==> src/rtl/core_ctrl_pkg.sv <==
`default_nettype none
// +----------------------------------------------------------------------------+
// | Module   : core_ctrl_pkg                                                   |
// | Purpose  : Shared definitions for the core run controller: FSM state       |
// |            encoding, end-cause codes and CSTAT bit positions.              |
// | Ports    : none (package)                                                  |
// | Revision : 1.0  initial release                                            |
// +----------------------------------------------------------------------------+
package core_ctrl_pkg;

  typedef enum logic [1:0] {
    ST_IDLE   = 2'd0,
    ST_RESET  = 2'd1,
    ST_RUN    = 2'd2,
    ST_FINISH = 2'd3
  } state_t;

  localparam logic [1:0] CAUSE_NONE = 2'd0;
  localparam logic [1:0] CAUSE_HALT = 2'd1;
  localparam logic [1:0] CAUSE_ERR  = 2'd2;
  localparam logic [1:0] CAUSE_WDOG = 2'd3;

  localparam int CSTAT_HALT_BIT = 0;
  localparam int CSTAT_ERR_BIT  = 1;

endpackage
`default_nettype wire

==> src/rtl/core_ctrl_timer.sv <==
`default_nettype none
// +----------------------------------------------------------------------------+
// | Module   : core_ctrl_timer                                                 |
// | Purpose  : Loadable down-counter that stops at zero and flags count==1.    |
// | Ports    : clk, rst (async, active-high)                                   |
// |            i_load / i_load_val : load a new count (has priority)           |
// |            i_dec               : decrement by one (holds at zero)          |
// |            o_is_one            : current count equals one                  |
// | Revision : 1.0  initial release                                            |
// +----------------------------------------------------------------------------+
module core_ctrl_timer #(
  parameter int WIDTH = 3
) (
  input  logic             clk,
  input  logic             rst,
  input  logic             i_load,
  input  logic [WIDTH-1:0] i_load_val,
  input  logic             i_dec,
  output logic             o_is_one
);

  logic [WIDTH-1:0] r_count;

  always_ff @(posedge clk or posedge rst) begin
    if (rst) begin
      r_count <= '0;
    end else if (i_load) begin
      r_count <= i_load_val;
    end else if (i_dec && (r_count != '0)) begin
      r_count <= r_count - WIDTH'(1);
    end
  end

  assign o_is_one = (r_count == WIDTH'(1));

endmodule
`default_nettype wire

==> src/rtl/core_exec_sequencer.sv <==
`default_nettype none
// +----------------------------------------------------------------------------+
// | Module   : core_exec_sequencer                                             |
// | Purpose  : Core-clock run controller. A START rising edge holds the core   |
// |            in reset for RST_CYCLES, then enables execution until CSTAT     |
// |            reports halt/error, the watchdog expires or ABORT is raised,    |
// |            and reports the outcome with sticky DONE/ERROR flags.           |
// | Ports    : CCLK, RST (async, active-high)                                  |
// |            START, ABORT, MEM_ADDR, MAX_CYCLES, CSTAT  : control inputs     |
// |            CRST, CEXEC, CMEM_ADDR                     : core pins          |
// |            BUSY, DONE, ERROR, CAUSE, CYCLES, LAST_STAT: status             |
// | Revision : 1.0  initial release                                            |
// +----------------------------------------------------------------------------+
module core_exec_sequencer
  import core_ctrl_pkg::*;
#(
  parameter int RST_CYCLES = 4,
  parameter int CNT_WIDTH  = 32
) (
  input  logic                 CCLK,
  input  logic                 RST,
  input  logic                 START,
  input  logic                 ABORT,
  input  logic [31:0]          MEM_ADDR,
  input  logic [CNT_WIDTH-1:0] MAX_CYCLES,
  input  logic [7:0]           CSTAT,
  output logic                 CRST,
  output logic                 CEXEC,
  output logic [31:0]          CMEM_ADDR,
  output logic                 BUSY,
  output logic                 DONE,
  output logic                 ERROR,
  output logic [1:0]           CAUSE,
  output logic [CNT_WIDTH-1:0] CYCLES,
  output logic [7:0]           LAST_STAT
);

  localparam int TMR_W = $clog2(RST_CYCLES + 1);

  state_t               r_state,  w_state_nxt;
  logic                 r_start_q;
  logic                 r_crst, r_cexec, r_busy;
  logic                 r_done,   w_done_nxt;
  logic                 r_error,  w_error_nxt;
  logic [1:0]           r_cause,  w_cause_nxt;
  logic [CNT_WIDTH-1:0] r_cycles, w_cycles_nxt;
  logic [CNT_WIDTH-1:0] r_max,    w_max_nxt;
  logic [31:0]          r_maddr,  w_maddr_nxt;
  logic [7:0]           r_last,   w_last_nxt;

  logic                 w_start_edge;
  logic                 w_tmr_load;
  logic                 w_tmr_one;
  logic [CNT_WIDTH-1:0] w_cycles_sat;
  logic                 w_wdog_hit;

  assign w_start_edge = START & ~r_start_q;
  assign w_cycles_sat = (&r_cycles) ? r_cycles : (r_cycles + CNT_WIDTH'(1));
  // Compare in CNT_WIDTH arithmetic: a saturated counter wraps to 0 here,
  // which never matches a non-zero limit.
  assign w_wdog_hit   = (r_max != '0) && ((r_cycles + CNT_WIDTH'(1)) == r_max);

  core_ctrl_timer #(
    .WIDTH (TMR_W)
  ) u_rst_timer (
    .clk        (CCLK),
    .rst        (RST),
    .i_load     (w_tmr_load),
    .i_load_val (TMR_W'(RST_CYCLES)),
    .i_dec      (r_state == ST_RESET),
    .o_is_one   (w_tmr_one)
  );

  always_comb begin
    w_state_nxt  = r_state;
    w_tmr_load   = 1'b0;
    w_maddr_nxt  = r_maddr;
    w_max_nxt    = r_max;
    w_done_nxt   = r_done;
    w_error_nxt  = r_error;
    w_cause_nxt  = r_cause;
    w_cycles_nxt = r_cycles;
    w_last_nxt   = r_last;
    case (r_state)
      ST_IDLE: begin
        if (w_start_edge && !ABORT) begin
          w_maddr_nxt  = MEM_ADDR;
          w_max_nxt    = MAX_CYCLES;
          w_done_nxt   = 1'b0;
          w_error_nxt  = 1'b0;
          w_cause_nxt  = CAUSE_NONE;
          w_cycles_nxt = '0;
          w_last_nxt   = '0;
          w_tmr_load   = 1'b1;
          w_state_nxt  = ST_RESET;
        end
      end
      ST_RESET: begin
        if (ABORT) begin
          w_cause_nxt = CAUSE_ERR;
          w_error_nxt = 1'b1;
          w_last_nxt  = CSTAT;
          w_state_nxt = ST_FINISH;
        end else if (w_tmr_one) begin
          w_state_nxt = ST_RUN;
        end
      end
      ST_RUN: begin
        // The exit cycle is itself an execute cycle, so it is counted.
        w_cycles_nxt = w_cycles_sat;
        if (ABORT || CSTAT[CSTAT_ERR_BIT]) begin
          w_cause_nxt = CAUSE_ERR;
          w_error_nxt = 1'b1;
          w_last_nxt  = CSTAT;
          w_state_nxt = ST_FINISH;
        end else if (CSTAT[CSTAT_HALT_BIT]) begin
          w_cause_nxt = CAUSE_HALT;
          w_done_nxt  = 1'b1;
          w_last_nxt  = CSTAT;
          w_state_nxt = ST_FINISH;
        end else if (w_wdog_hit) begin
          w_cause_nxt = CAUSE_WDOG;
          w_error_nxt = 1'b1;
          w_last_nxt  = CSTAT;
          w_state_nxt = ST_FINISH;
        end
      end
      ST_FINISH: begin
        if (!START) begin
          w_state_nxt = ST_IDLE;
        end
      end
      default: begin
        w_state_nxt = ST_IDLE;
      end
    endcase
  end

  // Pin outputs are decoded from the next state so they change on the same
  // edge as the state itself.
  always_ff @(posedge CCLK or posedge RST) begin
    if (RST) begin
      r_state   <= ST_IDLE;
      r_start_q <= 1'b1;
      r_crst    <= 1'b1;
      r_cexec   <= 1'b0;
      r_busy    <= 1'b0;
      r_done    <= 1'b0;
      r_error   <= 1'b0;
      r_cause   <= CAUSE_NONE;
      r_cycles  <= '0;
      r_max     <= '0;
      r_maddr   <= '0;
      r_last    <= '0;
    end else begin
      r_state   <= w_state_nxt;
      r_start_q <= START;
      r_crst    <= (w_state_nxt == ST_RESET);
      r_cexec   <= (w_state_nxt == ST_RUN);
      r_busy    <= (w_state_nxt == ST_RESET) || (w_state_nxt == ST_RUN);
      r_done    <= w_done_nxt;
      r_error   <= w_error_nxt;
      r_cause   <= w_cause_nxt;
      r_cycles  <= w_cycles_nxt;
      r_max     <= w_max_nxt;
      r_maddr   <= w_maddr_nxt;
      r_last    <= w_last_nxt;
    end
  end

  assign CRST      = r_crst;
  assign CEXEC     = r_cexec;
  assign CMEM_ADDR = r_maddr;
  assign BUSY      = r_busy;
  assign DONE      = r_done;
  assign ERROR     = r_error;
  assign CAUSE     = r_cause;
  assign CYCLES    = r_cycles;
  assign LAST_STAT = r_last;

endmodule
`default_nettype wire

==> config.mk <==
export PLATFORM = sky130hd
export DESIGN_NAME = core_exec_sequencer
export DESIGN_NICKNAME = d
export VERILOG_FILES = /design/src/rtl/core_ctrl_pkg.sv /design/src/rtl/core_ctrl_timer.sv /design/src/rtl/core_exec_sequencer.sv
export SDC_FILE = /design/constraint.sdc
export NUM_CORES = 1
export LEC_CHECK = 0
export BUFFER_PORTS_ARGS = -buffer_cell sky130_fd_sc_hd__buf_2
export CORE_MARGIN = 2
export CORE_UTILIZATION = 50
export CTS_CLUSTER_DIAMETER = 30
export DETAILED_ROUTE_END_ITERATION = 7
export PLACE_DENSITY = 0.86
export SLEW_MARGIN = 20
export SYNTH_ARGS = -nofsm -noshare
export SYNTH_HDL_FRONTEND = slang
export SYNTH_HIERARCHICAL = 1
export SYNTH_SLANG_ARGS = --single-unit
==> constraint.sdc <==
create_clock -name CCLK -period 3.2 [get_ports CCLK]
set_input_delay 0 -clock CCLK [delete_from_list [all_inputs] [get_ports CCLK]]
set_output_delay 0 -clock CCLK [all_outputs]
set_load 0.03 [all_outputs]
* After elaboration in Yosys (flattened, before gate mapping)
Index checks and enable logic that the tools add are counted. W data, S select, Z words.
Operators by class: reduce and logical (&&, ||, !) cells 18, bitwise operators 2, eq/ne operators 15, $mul 0, magnitude comparators 0, mux-type cells 36, add/sub/neg operators 2, shift operators 0, div/mod/pow operators 0
Operators by type and width (count):
- $mux W32 | 2
- $pmux W32 S2 | 1
- $mux W8 | 5
- $add A32 B1 Y32 const B | 1
- $eq A32 B32 Y1 | 1
- $reduce_and A32 Y1 | 1
- $reduce_bool A32 Y1 | 1
- $mux W2 | 12
- $pmux W8 S3 | 1
- $ne A2 B2 Y1 const B | 5
- $mux W1 | 9
- $pmux W2 S4 | 1
- $reduce_and A4 Y1 | 2
- $eq A2 B2 Y1 const B | 3
- $mux W3 | 2
- $ne A3 B3 Y1 const B | 2
- $pmux W2 S3 | 1
- $reduce_bool A3 Y1 | 2
- $reduce_and A5 Y1 | 1
- $eq A2 B1 Y1 const B | 2
- $ne A4 B4 Y1 const B | 1
- $reduce_bool A2 Y1 | 2
- $eq A3 B1 Y1 const B | 1
- $logic_and A1 B1 Y1 | 3
- 10 further kinds | 11
Word-level totals: bits in registers 117, bits of input ports 76, memories kept 0, memory bits (read-only) 0, output and inout bits 79, latch bits 0, memory bits (writable) 0, word-level logic and storage cells 86

* Depth between registers and ports, before layout
word-level depth 9, depth in mapped cells 13, gate-level depth less buffers 11

* Modules after synthesis
The synthesis kept the hierarchy.
By module, submodules not included:
- core_exec_sequencer | cells an instance 617, times used 1, area an instance 6548.8 um^2
- core_ctrl_timer | cells an instance 25, times used 1, area an instance 225.2 um^2

* Worst setup path before layout
Ideal clock, no wire load.
kind register -> register, start register r_cycles[3] (netlist: CYCLES[3]), end register r_busy (netlist: BUSY), data required time 3.087 ns, cell stages (with the launch flop) 12, buffers on the path 1, library setup time 0.113 ns, arrival 3.123 ns, path slack -0.036 ns, cell sequence dfrtp_1 > buf_2 > nand4_2 > or3_1 > or4_1 > mux2i_1 > o31a_2 > nor4_4 > nand2_1 > a21o_1 > ha_1 > inv_1
Between the ends: longest elaborated chain between the ends 9, elaborated cells on any way between the ends 10, those cells by class add/sub (1); eq/ne (3); mux (4); reduce/logical (2)
Ends and longest elaborated chain:
- from (decl) | line core_exec_sequencer.sv:46 | logic [CNT_WIDTH-1:0] r_cycles, w_cycles_nxt;
- from (signal assigned) | line core_exec_sequencer.sv:164 | r_cycles <= w_cycles_nxt;
- $add A32 B1 Y32 * | line core_exec_sequencer.sv:61 | assign w_wdog_hit = (r_max != '0) && ((r_cycles + CNT_WIDTH'(1)) == r_max);
- $eq A32 B32 Y1 * | line core_exec_sequencer.sv:61
- $logic_and A1 B1 Y1 * | line core_exec_sequencer.sv:61
- $mux W2 * | line core_exec_sequencer.sv:121 | end else if (w_wdog_hit) begin
- $mux W2 * | line core_exec_sequencer.sv:116 | end else if (CSTAT[CSTAT_HALT_BIT]) begin
- $mux W2 * | line core_exec_sequencer.sv:111 | if (ABORT || CSTAT[CSTAT_ERR_BIT]) begin
- $pmux W2 S4 * | line core_exec_sequencer.sv:84 | case (r_state)
- $eq A2 B1 Y1 / $eq A2 B2 Y1 (equally long branches) | line core_exec_sequencer.sv:160 | r_busy <= (w_state_nxt == ST_RESET) || (w_state_nxt == ST_RUN);
- $logic_or A1 B1 Y1 * | line core_exec_sequencer.sv:160
- to (signal assigned) | line core_exec_sequencer.sv:160
- to (decl) | line core_exec_sequencer.sv:42 | logic r_crst, r_cexec, r_busy;
Mark *: on every way between the ends. The rest lies on a longest branch, timed or not. A chain may end at the register's enable or synchronous reset.

* Final worst setup path
start register r_cycles[13] (netlist: CYCLES[13]), end register r_error (netlist: ERROR)
Between the ends: longest elaborated chain between the ends 5
Ends and longest elaborated chain:
- $add A32 B1 Y32 | line core_exec_sequencer.sv:61
- $eq A32 B32 Y1 | line core_exec_sequencer.sv:61
- $logic_and A1 B1 Y1 | line core_exec_sequencer.sv:61
- $ne A3 B3 Y1 (no line)
- $reduce_and A5 Y1 (no line)
- to (signal assigned) | line core_exec_sequencer.sv:162 | r_error <= w_error_nxt;
- to (decl) | line core_exec_sequencer.sv:44 | logic r_error, w_error_nxt;
No other way between the ends.

==> metrics.md <==
| Metric | Value |
|---|---|
| Remaining DRCs | 0 |
| First-pass GRT wire length | about 32000 um |
| Largest net degree at the start of global routing | between 80 and 90 |
| Root Buffer | clkbuf_16 |
| CP startpoint kind | register |
| Initial antenna violation count | 0 |
| Clock latency at the later pin of the worst-skew pair | ~0.42 ns |
| CP top delay family | simple AND/OR/NAND/NOR gates |
| Worst-margin pin slew | 0.721 ns |
| CP max FO | 8 |
| Final Cell Area | 9100 um2 |
| Mapped Avg Cell Area | 10.6 um2 |
| EDFF count, synth | 0 |
| Synth Instances | 642 |
| Area delta synth->final | 34.4% |
| Clock transition at path regs | 0.06 ns |
| Die H | 120 um |
| CP max stage cell | dfrtp_1 |
| Synth Register Bits | 117 |
| Lkg Pwr | 4.16 nW |
| All-Layer GR Usage | between 20% and 30% |
| Synth area leader | dfrtp_1 |
| YS warnings | 6 |
| Fin crit share | 98.5% |
| Reg2reg end | ERROR |
| Worst R2R Path Depth | 8 |
| Critical-path cell list | nand4_1 > or3_1 > or3_1 > a2bb2oi_1 > nand4_1 > or4_4 > nor4_2 > o211ai_1 |
| Layout cells sized above 1 | a little over a third |
| Hold path depth | 3 |
| Nets | 973 |
| Crit path DAT | roughly 3.4 ns |
| Worst Setup End Kind | register |
| Yosys cell types | 76 |
| Worst slew margin | between 50% and 60% |
| Total global routing overflow | 0 |
| Top_reg_cell synth | dfrtp_1 |
| CP required | 3.48 ns |
| Peak VDD IR | 0.677 mV |
| Initial Utilization | 51.2% |
| Top cells by area, synth | dfrtp_1 42%, mux2_2 11%, xnor2_1 3.6% |
| Final worst path period need | 3.15 ns |
| Vias in the first global route | 6239 |
| Die width | about 120 um |
| Mapped Area | just under 7000 um2 |
| Synth top area share | about 42% |
| RSZ-0062 raised after global routing | true |
| Post-synth ARST share | 100% |
| Endpoints failing hold | 0 |
| Diode count | 0 |
| Num CTS Buffers | 17 |
| Drt first pass iters | 5 |
| Core area | 13200 um2 |
| Status | completed |
| Worst slack at placement | 0.0374 ns |
| DP Wirelength | 13200 um |
| Die area | 14500 um2 |
| Num Clock Sinks | ~120 |
| Clock Tree Buf Depth | 2 |
| CP Buf/Inv Count | 0 |
| Placed cell areas | 7750 um2 |
| DR vias/cell | 5.82 |
| Sequential cell area fraction in the yosys report | 43.3% |
| Reg-to-reg slack, setup | 0.05 ns |
| Setup Viol. Count Final | 0 |
| Worst clock skew | roughly 0.0073 ns |
| Initial DRC Count | between 500 and 600 |
| Setup Buffers After CTS | 0 |
| R2r startpoint | CYCLES[13] |
| Vias | between 6000 and 7000 |
| H-tree levels | 4 |
| F_max | 317 MHz |
| Hold crit path type | in2reg |
| Hold path startpoint | CSTAT[0] |
| Post-DRT Antenna Nets | 0 |
| Crit path kind | reg2reg |
| Wire per inst | 18.6 um |
| Pwr Density | between 800 and 900 nW/um2 |
| Overall Power | 0.00749 W |
| Fin. max-slew vios | 0 |
| Critical path's largest stage delay | 0.55 ns |
| Setup ws final | between 0.04 and 0.05 ns |
| PortBufs | 154 |
| # Max-Cap Violations | 0 |
| Io pins | 155 |
| Global placer's final weighted congestion | 0.991 |
| Rows | between 40 and 50 |
| CTS tree | done |
| Worst hold endpoint | LAST_STAT[0] |
| Post-Route WL | 20000 um |
-- flip-flops by register name, summed over array words and instances (netlist names) --
signal / count
DONE: 1
u_rst_timer/r_count: 3
CYCLES: 32
ERROR: 1
CMEM_ADDR: 32
CRST: 1
r_state: 2
CEXEC: 1
r_max: 32
LAST_STAT: 8
BUSY: 1
CAUSE: 2
r_start_q: 1
-- repair_timing --
| action | 4_1_cts | 5_1_grt |
|---|---|---|
| hold buffers | 73 | 0 |
| resized for setup | 0 | 4 |
| hold endpoints to repair | 153 | 0 |
| endpoints found under the setup margin | 0 | 11 |
-- cells in the final DEF (no fill, tap or decap), types with 4 or more instances in the layout --
cell           synthesis  layout
a31oi_1                9       9
nand2b_1               4       4
inv_1                 15      14
and3_1                 5       4
nand4b_1               4       4
and2_1                 7       6
o21ai_0               46      45
dlygate4sd3_1          0      73
mux2_2                65      65
dfrtp_1              115     114
ha_1                   9       8
nand4_1               19      19
buf_4                  0      37
o211ai_1               9       9
xor2_1                16      16
o41ai_1                9       9
and4_1                 5       5
nor4_1                17      16
xnor2_1               28      28
nor3_1                 8       8
o31ai_1               20      20
buf_2                  6     154
nand3_1               22      22
or3_1                  4       4
nand2_1               39      39
a21o_1                 5       5
nor2_1                35      35
clkinv_4               0       6
a22oi_1                8       8
a21oi_1               16      16
clkbuf_16              0      17
-- through the flow --
step | utilization, % | setup TNS (ns) | hold slack, ns | cells
final | 68.7 | 0 | 0.0103 | 1076
after floorplan | - | -0.0360 | -0.246 | 643
after detailed placement | 58.6 | 0 | -0.0947 | 972
after CTS | 68.6 | 0 | 0.000242 | 1076
after global placement | 58.6 | 0 | -0.101 | 972
after global routing | 68.7 | -0.00749 | 0.0110 | 1076
-- power by group --
| group | switching [W] | leakage, nW | internal (W) |
|---|---|---|---|
| clock | 0.000716 | 0.294 | 0.00123 |
| combinational | 0.00183 | 2.38 | 0.00128 |
| sequential | 0.000433 | 1.48 | 0.00201 |
| total | 0.00298 | 4.16 | 0.00451 |
-- per-layer routing --
metal  wire length [um]  track usage, %  part of all wire [%]
met5                  0               0                     0
met4                531            9.59                   2.7
met3               1600            7.78                   8.0
met2               9420            45.5                    47
met1               8410            37.4                    42
-- Yosys cell counts (6+ instances only) --
| cell | instances |
|---|---|
| a22oi_1 | 8 |
| a21oi_1 | 16 |
| clkbuf_1 | 19 |
| dfrtp_1 | 115 |
| nand4_1 | 19 |
| clkbuf_8 | 9 |
| and2_1 | 7 |
| o31ai_1 | 20 |
| o41ai_1 | 9 |
| nor4_1 | 17 |
| nor3_1 | 8 |
| a31oi_1 | 9 |
| nor2_1 | 35 |
| buf_2 | 6 |
| inv_1 | 15 |
| ha_1 | 9 |
| xnor2_1 | 28 |
| xor2_1 | 16 |
| o21ai_0 | 46 |
| mux2_2 | 65 |
| nand3_1 | 22 |
| nand2_1 | 39 |
| o211ai_1 | 9 |
-- tightest hold or removal path: stages --
cell,delay (ns)
buf_2,0.17
a22o_1,0.15
a21o_1,0.08
-- cell type report --
type | instances | area (um2)
inverters | 16 | 65.1
fillers | 998 | 4140
multi-input cells | 471 | 3480
well taps | 176 | 220
clock inverters | 14 | 178
repair buffers | 265 | 1800
flip-flops and latches | 117 | 2930
clock buffers | 17 | 425
-- kinds of logic after synthesis --
kind of cell	count (synthesis)	synth area share (%)
AND/OR/NAND/NOR	204	18.6
AO/OA/AOI/OAI	144	14.0
flip-flops	117	43.3
multiplexers	67	11.1
buffers and inverters	55	5.54
XOR/XNOR	44	5.69
adder cells (fa/ha/maj)	9	1.66
other	2	0.111
-- how the worst max path moves through the flow --
| stage | startpoint | end | slack (ns) | cells after the start |
|---|---|---|---|---|
| 2_1_floorplan | CYCLES[3] | BUSY | -0.04 | 11 |
| 3_3_place_gp | CYCLES[12] | ERROR | 0.09 | 8 |
| 3_5_place_dp | CYCLES[12] | ERROR | 0.04 | 8 |
| 4_1_cts | CYCLES[12] | ERROR | 0.02 | 8 |
| 5_1_grt | CYCLES[8] | ERROR | -0.007 | 8 |
| 6_report | CYCLES[13] | ERROR | 0.05 | 8 |
Note: power is estimated with default switching activity, not from simulation.
